## src/rtl/sad_pkg.sv

```systemverilog
// Shared constants for the sub-pel SAD search: position encoding, row SAD width,
// and the order in which the five positions are compared.
package sad_pkg;

   localparam int SAD_ROW_W = 13;
   localparam int NUM_POS   = 5;

   localparam logic [2:0] POS_LH   = 3'd0;
   localparam logic [2:0] POS_LQ   = 3'd1;
   localparam logic [2:0] POS_FULL = 3'd2;
   localparam logic [2:0] POS_RQ   = 3'd3;
   localparam logic [2:0] POS_RH   = 3'd4;

   // Full-pel first, then quarters, then halves: earlier entries win cost ties.
   function automatic logic [2:0] scan_pos(input int unsigned idx);
      case (idx)
         0:       scan_pos = POS_FULL;
         1:       scan_pos = POS_LQ;
         2:       scan_pos = POS_RQ;
         3:       scan_pos = POS_LH;
         default: scan_pos = POS_RH;
      endcase
   endfunction

endpackage

```

## src/rtl/sad_best5.sv

```systemverilog
// Combinational argmin of five accumulated SAD totals against the incoming best cost.
// Strict less-than, so ties keep whichever came first in scan order (or the incoming best).
module sad_best5
   import sad_pkg::*;
#(
   parameter int ACC_W = 16
) (
   input  logic [NUM_POS*ACC_W-1:0] totals,
   input  logic [ACC_W-1:0]         best_in,
   output logic                     better,
   output logic [2:0]               pos,
   output logic [ACC_W-1:0]         cost
);

   logic [2:0]       scan_p;
   logic [ACC_W-1:0] tot;

   always_comb begin
      better = 1'b0;
      pos    = POS_FULL;
      cost   = best_in;
      scan_p = POS_FULL;
      tot    = '0;
      for (int i = 0; i < NUM_POS; i++) begin
         scan_p = scan_pos(i);
         tot    = totals[int'(scan_p)*ACC_W +: ACC_W];
         if (tot < cost) begin
            better = 1'b1;
            pos    = scan_p;
            cost   = tot;
         end
      end
   end

endmodule

```

## src/rtl/sad_search_ctrl.sv

```systemverilog
// Sequences compute_sad over NUM_CAND integer candidates x ROWS rows, accumulating the five
// per-row sub-pel SADs and tracking the best (candidate, position, cost).
//
//  state   | meaning
//  IDLE    | waiting for start; best_* outputs hold the previous result
//  RUN     | issuing one filter/reference row read per cycle
//  DRAIN   | no read; last row of the last candidate accumulates
//  FINAL   | last candidate evaluated; done pulse, best_* presented
module sad_search_ctrl
   import sad_pkg::*;
#(
   parameter int ROWS     = 8,
   parameter int NUM_CAND = 8,
   parameter int ROW_W    = 3,
   parameter int CAND_W   = 3,
   parameter int ACC_W    = 16
) (
   input  logic                    clk,
   input  logic                    rst,
   input  logic                    start,
   output logic                    busy,
   output logic                    done,
   output logic [CAND_W-1:0]       best_cand,
   output logic [2:0]              best_pos,
   output logic [ACC_W-1:0]        best_cost,
   output logic                    filt_rd_en,
   output logic [ROW_W-1:0]        filt_rd_addr,
   input  logic [63:0]             filt_rd_data,
   output logic                    ref_rd_en,
   output logic [CAND_W+ROW_W-1:0] ref_rd_addr,
   input  logic [63:0]             ref_rd_data,
   output logic [63:0]             sad_filter_pix,
   output logic [63:0]             sad_ref_pix,
   output logic                    sad_input_ready,
   input  logic [NUM_POS*SAD_ROW_W-1:0] sad_in
);

   localparam logic [1:0] S_IDLE  = 2'd0;
   localparam logic [1:0] S_RUN   = 2'd1;
   localparam logic [1:0] S_DRAIN = 2'd2;
   localparam logic [1:0] S_FINAL = 2'd3;

   localparam logic [ROW_W-1:0]  LAST_ROW  = ROW_W'(ROWS - 1);
   localparam logic [CAND_W-1:0] LAST_CAND = CAND_W'(NUM_CAND - 1);

   logic [1:0]               state;
   logic [ROW_W-1:0]         row_cnt;
   logic [CAND_W-1:0]        cand_cnt;
   logic                     vld_d;
   logic [ROW_W-1:0]         row_d;
   logic [CAND_W-1:0]        cand_d;
   logic [NUM_POS*ACC_W-1:0] acc;
   logic [NUM_POS*ACC_W-1:0] acc_next;
   logic [NUM_POS*ACC_W-1:0] snap;
   logic [CAND_W-1:0]        snap_cand;
   logic                     eval_vld;
   logic [ACC_W-1:0]         best_cost_r;
   logic [CAND_W-1:0]        best_cand_r;
   logic [2:0]               best_pos_r;
   logic [ACC_W-1:0]         best_cost_q;
   logic [CAND_W-1:0]        best_cand_q;
   logic [2:0]               best_pos_q;
   logic                     eval_better;
   logic [2:0]               eval_pos;
   logic [ACC_W-1:0]         eval_cost;
   logic [ACC_W-1:0]         fin_cost;
   logic [CAND_W-1:0]        fin_cand;
   logic [2:0]               fin_pos;
   logic                     row_last;

   assign row_last = vld_d && (row_d == LAST_ROW);

   always_comb begin
      acc_next = acc;
      for (int k = 0; k < NUM_POS; k++) begin
         if (row_d == '0)
            acc_next[k*ACC_W +: ACC_W] = ACC_W'(sad_in[k*SAD_ROW_W +: SAD_ROW_W]);
         else
            acc_next[k*ACC_W +: ACC_W] = acc[k*ACC_W +: ACC_W]
                                       + ACC_W'(sad_in[k*SAD_ROW_W +: SAD_ROW_W]);
      end
   end

   sad_best5 #(.ACC_W(ACC_W)) u_best5 (
      .totals  (snap),
      .best_in (best_cost_r),
      .better  (eval_better),
      .pos     (eval_pos),
      .cost    (eval_cost)
   );

   // The last candidate is evaluated in FINAL itself, so its verdict is folded in here.
   assign fin_cost = eval_better ? eval_cost : best_cost_r;
   assign fin_cand = eval_better ? snap_cand : best_cand_r;
   assign fin_pos  = eval_better ? eval_pos  : best_pos_r;

   always_ff @(posedge clk or posedge rst) begin
      if (rst) begin
         state       <= S_IDLE;
         row_cnt     <= '0;
         cand_cnt    <= '0;
         vld_d       <= 1'b0;
         row_d       <= '0;
         cand_d      <= '0;
         acc         <= '0;
         snap        <= '0;
         snap_cand   <= '0;
         eval_vld    <= 1'b0;
         best_cost_r <= '1;
         best_cand_r <= '0;
         best_pos_r  <= '0;
         best_cost_q <= '0;
         best_cand_q <= '0;
         best_pos_q  <= '0;
      end else begin
         vld_d    <= (state == S_RUN);
         row_d    <= row_cnt;
         cand_d   <= cand_cnt;
         eval_vld <= row_last;

         if (vld_d)
            acc <= acc_next;

         // Snapshot lets candidate c be judged while c+1 starts accumulating.
         if (row_last) begin
            snap      <= acc_next;
            snap_cand <= cand_d;
         end

         if (eval_vld && eval_better) begin
            best_cost_r <= eval_cost;
            best_cand_r <= snap_cand;
            best_pos_r  <= eval_pos;
         end

         case (state)
            S_IDLE: begin
               if (start) begin
                  state       <= S_RUN;
                  row_cnt     <= '0;
                  cand_cnt    <= '0;
                  acc         <= '0;
                  best_cost_r <= '1;
                  best_cand_r <= '0;
                  best_pos_r  <= '0;
               end
            end
            S_RUN: begin
               if (row_cnt == LAST_ROW) begin
                  row_cnt <= '0;
                  if (cand_cnt == LAST_CAND) begin
                     cand_cnt <= '0;
                     state    <= S_DRAIN;
                  end else begin
                     cand_cnt <= cand_cnt + 1'b1;
                  end
               end else begin
                  row_cnt <= row_cnt + 1'b1;
               end
            end
            S_DRAIN: state <= S_FINAL;
            S_FINAL: begin
               best_cost_q <= fin_cost;
               best_cand_q <= fin_cand;
               best_pos_q  <= fin_pos;
               state       <= S_IDLE;
            end
            default: state <= S_IDLE;
         endcase
      end
   end

   assign busy            = (state != S_IDLE);
   assign done            = (state == S_FINAL);
   assign filt_rd_en      = (state == S_RUN);
   assign ref_rd_en       = (state == S_RUN);
   assign filt_rd_addr    = row_cnt;
   assign ref_rd_addr     = {cand_cnt, row_cnt};
   assign sad_filter_pix  = filt_rd_data;
   assign sad_ref_pix     = ref_rd_data;
   assign sad_input_ready = vld_d;
   assign best_cost       = done ? fin_cost : best_cost_q;
   assign best_cand       = done ? fin_cand : best_cand_q;
   assign best_pos        = done ? fin_pos  : best_pos_q;

endmodule

```

## config.mk

```make
export PLATFORM = sky130hd
export DESIGN_NAME = sad_search_ctrl
export DESIGN_NICKNAME = d
export VERILOG_FILES = /design/src/rtl/sad_pkg.sv /design/src/rtl/sad_best5.sv /design/src/rtl/sad_search_ctrl.sv
export SDC_FILE = /design/constraint.sdc
export NUM_CORES = 1
export LEC_CHECK = 0
export BUFFER_PORTS_ARGS = -buffer_cell sky130_fd_sc_hd__buf_2
export CORE_ASPECT_RATIO = 1.25
export CORE_MARGIN = 5
export CORE_UTILIZATION = 55
export CTS_BUF_LIST = sky130_fd_sc_hd__clkbuf_8
export DETAILED_ROUTE_END_ITERATION = 6
export PLACE_DENSITY = 0.88
export SYNTH_ARGS = -nofsm -noshare
export SYNTH_HDL_FRONTEND = slang
export SYNTH_SLANG_ARGS = --single-unit
```

## constraint.sdc

```tcl
create_clock -name clk -period 22.6 [get_ports clk]
set_clock_uncertainty 0.15 [all_clocks]
set_input_delay 4.52 -clock clk [delete_from_list [all_inputs] [get_ports clk]]
set_output_delay 4.52 -clock clk [all_outputs]
set_load 0.005 [all_outputs]
```

After elaboration in Yosys (flattened, before gate mapping)
Index checks and enable logic that the tools add are counted.
W data, S select, Z words.
{"block": "totals", "ff_bits": 223}
{"block": "classes", "n_addsub": 7, "magnitude_cmp": 5, "n_eq_ne": 9, "mux": 47, "reduce_logical": 9}
{"cell": "$mux W16", "count": 15}
{"cell": "$mux W80", "count": 3}
{"cell": "$add A16 B13 Y16", "count": 5}
{"cell": "$lt A16 B16 Y1", "count": 5}
{"cell": "$mux W3", "count": 17}
{"cell": "$pmux W3 S2", "count": 2}
{"cell": "$eq A3 B3 Y1 const B", "count": 3}
{"cell": "$mux W2", "count": 4}
{"cell": "$pmux W2 S4", "count": 1}
{"cell": "$add A3 B1 Y3 const B", "count": 2}
{"cell": "$reduce_and A3 Y1", "count": 2}
{"cell": "$mux W1", "count": 5}
{"cell": "$eq A2 B2 Y1 const B", "count": 2}
{"cell": "$ne A2 B1 Y1 const B", "count": 2}
{"cell": "$reduce_bool A2 Y1", "count": 2}
{"cell": "$logic_not A3 Y1", "count": 1}
{"cell": "$eq A2 B1 Y1 const B", "count": 1}
{"cell": "$logic_and A1 B1 Y1", "count": 2}
{"cell": "$logic_not A2 Y1", "count": 1}
{"cell": "$ne A2 B2 Y1 const B", "count": 1}
{"cell": "$reduce_and A2 Y1", "count": 1}

Longest topological paths before layout
Gate-level depths: netlist (run 1).
{"block": "depth", "ltp_word": 14, "ltp_mapped": 62}

Hierarchy
Synthesis (run 1) repeated with hierarchy kept, for this count alone.
{"block": "hier_totals", "cells_unflattened": 1993, "hier_area_um2": 16968.8}
{"mod": "sad_search_ctrl", "n_inst": 1, "cells_per_inst": 1579, "area_each_um2": 13899.6, "seq_area_each_um2": 5600.4}
{"mod": "sad_best5", "n_inst": 1, "cells_per_inst": 414, "area_each_um2": 3069.2, "seq_area_each_um2": 0.0}

Worst setup path after synthesis (run 1)
No wires, ideal clock.
{"block": "synth_timing", "path_kind": "reg-to-output", "start": "register best_cost_r[15]", "end": "output best_cost[10]", "arrival_ns": 12.280, "required_time_ns": 17.930, "path_slack_ns": 5.650, "stages_incl_launch_ff": 62, "n_path_buf": 9, "cell_sequence": "dfstp_2 -> inv_1 -> ha_1 -> nand4_1 -> or4_4 -> o32a_4 -> nand2_4 -> buf_6 -> buf_4 -> mux2i_1 -> ha_1 -> nand4_1 -> or4_1 -> or2_2 -> a41oi_2 -> a21oi_2 -> nand2_1 -> clkbuf_1 -> (+26 left out) -> buf_2 -> buf_4 -> mux2i_1 -> ha_1 -> a21o_1 -> a21o_1 -> a21o_1 -> a21oi_1 -> nor2b_1 -> o21ai_0 -> nand2b_1 -> a221o_1 -> or2_2 -> inv_1 -> o31ai_4 -> buf_6 -> mux2_4 -> a21oi_1"}
{"block": "synth_between", "elab_chain_cells": 12, "elab_cells_between_ends": 17, "classes_between": "order compare (5); mux (12)"}
{"item": "from (decl)", "line": "sad_search_ctrl.sv:57", "source": "logic [ACC_W-1:0] best_cost_r;"}
{"item": "from (signal assigned)", "line": "sad_search_ctrl.sv:131", "source": "best_cost_r <= eval_cost;"}
{"item": "$lt A16 B16 Y1", "line": "sad_best5.sv:27", "source": "if (tot < cost) begin"}
{"item": "$mux W16", "line": "sad_best5.sv:27"}
{"item": "$lt A16 B16 Y1", "line": "sad_best5.sv:27"}
{"item": "$mux W16", "line": "sad_best5.sv:27"}
{"item": "$lt A16 B16 Y1", "line": "sad_best5.sv:27"}
{"item": "$mux W16", "line": "sad_best5.sv:27"}
{"item": "$lt A16 B16 Y1", "line": "sad_best5.sv:27"}
{"item": "$mux W16", "line": "sad_best5.sv:27"}
{"item": "$lt A16 B16 Y1", "line": "sad_best5.sv:27"}
{"item": "$mux W16 or $mux W1 (tied branches)", "line": "sad_best5.sv:27"}
{"item": "$mux W16 *", "line": "sad_search_ctrl.sv:93", "source": "assign fin_cost = eval_better ? eval_cost : best_cost_r;"}
{"item": "$mux W16 *"}
{"item": "to (decl)", "line": "sad_search_ctrl.sv:25", "source": "output logic [ACC_W-1:0] best_cost,"}
Every way passes the cells marked *; elsewhere a longest branch is shown, timed or not.

Worst setup path after layout (run 1)
{"block": "layout_timing", "start": "register best_cost_r[15]", "end": "output best_cost[7]"}
Same word-level chain as after synthesis.

==> results by group, run 1 <==
Logic synthesis
  – Fraction of registers with async set or reset after synthesis: between 90% and 100%
  – Post-synth EDFFs: 0
  – Top post-synthesis cells by count: o21ai_0 (242), dfrtp_1 (207), nand2_1 (184)
  – Synth Register Bits: 223
  – Yosys top cell area share: 31.9%
  – Syn Area/Cell: 8.67 um^2
  – Net Count, Synth: between 2000 and 2500
  – Largest area contributor in the netlist: dfrtp_1
  – Top cells by area, synth: dfrtp_1 (32%), ha_1 (11%), o21ai_0 (7.5%), buf_4 (6.3%), nand2_1 (4.3%)
  – Top_reg_cell synth: dfrtp_1
  – Yosys cell types: 85
  – Ys Warns: 0
  – Seq/Total Area, Yosys: 34.5%
  – Synth Cell Area: 16200 um^2
  – Mapped Cells: approximately 1900
  – Most frequent cell after synthesis: o21ai_0

Route
  – Total wire length: 43000 um
  – DR DRC count: 0
  – DR pass1 iterations: 6
  – Routed vias: 13466
  – Via density: 6.04
  – First-iteration detailed-routing DRC count: 1005
  – Routed len/inst: between 15 and 20 um
  – Antenna-violating nets left: 0

Timing
  – Final setup TNS: 0 ns
  – Slew Viols, Final: 0
  – Fin crit period: 19.49 ns
  – Worst slew pin tran: 1.05 ns
  – Max Clock Freq: 0.0513 GHz
  – Setup-failing EPs final: 0
  – Final worst-path cycle share: 86.3%
  – RSZ-0062 raised after global routing: false
  – Hold Fails Final Rpt: 0
  – Max transition margin: 30.2%

Clocking
  – CTS tree: yes
  – Clock Path Buffers: 3
  – Clock root buffer master: clkbuf_8
  – Sink Count: 223
  – Clock latency on the worst-skew pair: about 0.57 ns
  – H-tree level count: 2
  – Clk slew on worst S/H paths: 0.06 ns
  – Post-CTS setup buffer count: 0
  – Num CTS Buffers: 37
  – Hold_buf cts: 0
  – Post_cts resized: 0

Floorplan
  – Die Y: 202 um
  – Row Count: 70
  – Initial Util: 55.5%
  – Core box area: 29300 um^2
  – Die X: 164 um
  – # IOs: 360
  – Die Area: 33100 um^2

Global route
  – Met3 usage: 5.22%
  – Met1 usage: 31.7%
  – Vias in the first global route: 13316
  – Total congestion overflow: 0
  – M2 GR Usage: 42.5%
  – GRT busiest layer: met2
  – GRT Util Overall: between 20 and 30%
  – Largest net degree at the start of global routing: around 150
  – First-pass GRT wire length: about 70000 um
  – Antenna violations before repair: 1

Finish
  – Nets: between 2000 and 2500
  – Layout cell share with drive strength beyond 1: 13.6%
  – Final Non-Filler Cells: between 2000 and 2500
  – Area delta synth->final: 2.82%
  – Ant. Diodes: 0

Place
  – Dpl hpwl: 32100 um
  – Dpl cells: between 2000 and 2500
  – RD Place Congestion: 0.978
  – IO buf count: 103

Critical path
  – WS Path Type: flip-flop to primary output
  – CP Launch Type: flip-flop
  – Crit end category: primary output
  – Worst Path Max Fanout: 29
  – CP most frequent cell: a21o_1
  – CP max-delay cell: nand2_1
  – Crit path DAT: around 15 ns
  – Max stage delay on crit path: around 0.7 ns
  – WP data required: ~18 ns

Status
  – Status: completed

Flow run
  – Max Cap Viol: 0

Worst hold path
  – Worst hold path type: flip-flop to flip-flop
cells in the final DEF (no fill, tap or decap), drive strengths merged, types with 16 or more instances in the layout:
cell / instances
a211oi: 58
a21boi: 27
a21o: 22
a21oi: 104
a22oi: 17
buf: 113
clkbuf: 45
dfrtp: 207
dfstp: 16
ha: 143
inv: 153
mux2: 29
mux2i: 49
nand2: 185
nand3: 23
nand4: 18
nor2: 145
o211ai: 19
o21a: 20
o21ai: 244
xnor2: 28
through the flow:
stage / hold slack, ns / cell area (um^2) / utilization, % / setup slack [ns]
after CTS: 0.320 / 16700 / 57.1 / 3.27
after global routing: 0.348 / 16700 / 57.1 / 2.18
after global placement: 0.296 / 16000 / 54.7 / 4.01
final: 0.318 / 16700 / 57.1 / 3.11
after detailed placement: 0.304 / 16000 / 54.7 / 3.90
after floorplan: 0.264 / 16200 / - / 5.65
registers in the layout (all words and copies together) (netlist names), 2 cells and up:
| signal | cells |
|---|---|
| acc | 80 |
| snap | 80 |
| best_cost_q | 16 |
| best_cost_r | 16 |
| best_cand_q | 3 |
| best_cand_r | 3 |
| best_pos_q | 3 |
| best_pos_r | 3 |
| cand_cnt | 3 |
| cand_d | 3 |
| filt_rd_addr | 3 |
| row_d | 3 |
| snap_cand | 3 |
| state | 2 |
critical path: cells and delay by family (launching register included):
kind / cells / cell delay (ns)
flip-flops: 1 / 0.54
AO/OA/AOI/OAI: 26 / 5.66
AND/OR/NAND/NOR: 14 / 4.51
adder cells (fa/ha/maj): 5 / 1.32
multiplexers: 4 / 1.65
buffers and inverters: 5 / 0.51
kinds of logic after synthesis:
group | after synthesis | synth area share [%]
and+or+nand+nor | 449 | 12.2
muxes | 78 | 5.17
xor gates and xnor gates | 30 | 1.62
adders and majority gates | 151 | 11.8
AOI/OAI and AO/OA | 585 | 23.1
buffers and inverters | 357 | 11.6
DFF | 223 | 34.5
worst paths after layout:
kind                                           start                         to  slack [ns]  cells past startpoint
max                        best_cost_r[15]$_DFF_PP1_               best_cost[7]        3.11                     54
min                          cand_cnt[1]$_DFFE_PP0P_        cand_d[1]$_DFF_PP0_        0.32                      0
max reg2reg                best_cost_r[15]$_DFF_PP1_  best_cost_r[15]$_DFF_PP1_        7.74                     53
min reg2reg                  cand_cnt[1]$_DFFE_PP0P_        cand_d[1]$_DFF_PP0_        0.32                      0
max in group asynchronous                        rst  best_cost_q[11]$_DFF_PP0_       16.64                      3
min in group asynchronous                        rst          acc[52]$_DFF_PP0_        4.00                      2
layer usage:
| layer | share of wire (%) | vias to the layer above |
|---|---|---|
| met5 | 0.026 | - |
| met2 | 48 | 501 |
| met4 | 5.4 | 2 |
| met1 | 40 | 6437 |
| met3 | 6.8 | 151 |
| li1 | - | 6375 |
final cells by class:
cell class | instances | area (um^2)
sequential | 223 | 5600
clock buffer | 45 | 619
multi-input combinational | 1293 | 8760
fill | 2515 | 12600
timing repair buffer | 113 | 591
inverter | 141 | 537
tap | 396 | 495
clock inverter | 19 | 92.6
Power of run 1 is left out: the tool's default activity adds up to more than one toggle a clock period on the data nets, which glitch-free logic cannot reach.
==> run 2: changes to the inputs <==
Settings changed: BUFFER_PORTS_ARGS -buffer_cell sky130_fd_sc_hd__buf_2 to -buffer_cell sky130_fd_sc_hd__buf_4, CORE_MARGIN 5 to 3.
==> results by group, run 2 (synthesis results as in run 1) <==
Timing
  – Setup-failing EPs final: 0
  – Fin crit period: 19.70 ns
  – Final worst-path cycle share: around 87%
  – Setup slack after layout: 2.90 ns
  – Worst slew pin tran: between 1 and 1.5 ns
  – Hold Fails Final Rpt: 0
  – Max Clock Freq: between 0.05 and 0.06 GHz
  – Slew Viols, Final: 0
  – Hold Worst Slack: 0.300 ns
  – RSZ-0062 raised after global routing: false
  – Final setup TNS: 0 ns
  – Max transition margin: 31.8%

Critical path
  – Family with the most delay on the worst path: compound AO/OA/AOI/OAI gates
  – CP max-delay cell: nand2_1
  – Crit path from: best_cost_r[15]$_DFF_PP1_
  – Crit end category: primary output
  – CP most frequent cell: a21o_1
  – WP data required: 17.93 ns
  – CP bufs+invs: 4
  – Worst Path Max Fanout: 29
  – CP Launch Type: flip-flop
  – Max stage delay on crit path: 0.72 ns
  – WS Path Type: flip-flop to primary output
  – Worst R2R Start: best_cost_r[15]$_DFF_PP1_
  – Crit path DAT: 15.03 ns

Finish
  – Layout cell share with drive strength beyond 1: 14.0%
  – Ant. Diodes: 0
  – Commonest non-fill, non-tap cells in the layout: o21ai_0 (242), dfrtp_1 (206), nand2_1 (184)
  – Area delta synth->final: 5.35%
  – Regs by FF count: acc (80), snap (80)
  – Most common cell after layout, fill and taps aside: o21ai_0
  – Nets: 2154
  – Post-Route Utilization: between 50% and 60%

Worst hold path
  – Worst hold path type: flip-flop to flip-flop
  – Hold Startpoint: cand_d[0]$_DFF_PP0_

Clocking
  – CTS tree: yes
  – H-tree level count: 2
  – Sink Count: 223
  – Post_cts resized: 0
  – Clock Path Buffers: 3
  – Clk slew on worst S/H paths: 0.06 ns
  – Clock root buffer master: clkbuf_8
  – Clock latency on the worst-skew pair: 0.57 ns
  – Post-CTS setup buffer count: 0
  – Num CTS Buffers: 38
  – Hold_buf cts: 0

Floorplan
  – Die Y: 198 um
  – Initial Util: 56.5%
  – Die Area: 31600 um^2
  – # IOs: 360
  – Die X: 160 um
  – Row Count: 69
  – Core box area: 28700 um^2

Flow run
  – Max Cap Viol: 0

Place
  – RD Place Congestion: ~1.0
  – Dpl hpwl: 31400 um
  – Setup Slack @ Placement: 3.75 ns
  – IO buf count: a little over 100

Global route
  – GRT Util Overall: 26.6%
  – First-pass GRT wire length: 69100 um
  – Antenna violations before repair: 0
  – Vias in the first global route: 13608
  – Largest net degree at the start of global routing: 113
  – Total congestion overflow: 0

Route
  – DR DRC count: 0
  – Antenna-violating nets left: 0
  – Routed vias: around 14000
  – Routed len/inst: between 15 and 20 um
  – DR pass1 iterations: 6
  – Via density: between 6 and 7
  – Total wire length: 42700 um
  – First-iteration detailed-routing DRC count: 1284

Status
  – Status: completed
-- run 2: path summary, 6_finish.rpt --
path	endpoint	slack, ns	cells past startpoint
max	best_cand[2]	2.90	53
min	snap_cand[0]$_DFFE_PP0P_	0.30	2
max reg2reg	best_cost_r[13]$_DFF_PP1_	7.67	53
min reg2reg	snap_cand[0]$_DFFE_PP0P_	0.30	2
max in group asynchronous	best_cost_q[4]$_DFF_PP0_	16.24	4
min in group asynchronous	acc[51]$_DFF_PP0_	3.88	2
-- run 2: worst min-delay path, stage by stage, from the launching register on --
cell and delay (ns):
dfrtp_1 0.33, nand2_1 0.05, nand2_1 0.05
-- run 2: layer usage --
layer | wire length (um) | part of all wire (%) | GRT usage [%]
met3 | 2990 | 7.0 | 5.19
met1 | 17200 | 40 | 32.4
met2 | 20000 | 47 | 44.1
met5 | 0 | 0 | 0
met4 | 2510 | 5.9 | 15.9
-- run 2: area by class of cell --
cell class / count / area, um^2
clock buffers: 46 / 633
clock inverters: 19 / 240
fillers: 2381 / 11600
inverters: 141 / 537
multi-input cells: 1293 / 8760
flip-flops and latches: 223 / 5600
well taps: 390 / 488
repair buffers: 113 / 848
-- run 2: metrics by stage --
| stage | cells | area [um^2] |
|---|---|---|
| after floorplan | 1873 | 16200 |
| after global placement | 2160 | 16200 |
| after detailed placement | 2160 | 16200 |
| after CTS | 2225 | 17100 |
| after global routing | 2225 | 17100 |
| final | 2225 | 17100 |
Power of run 2 is left out for the same reason.
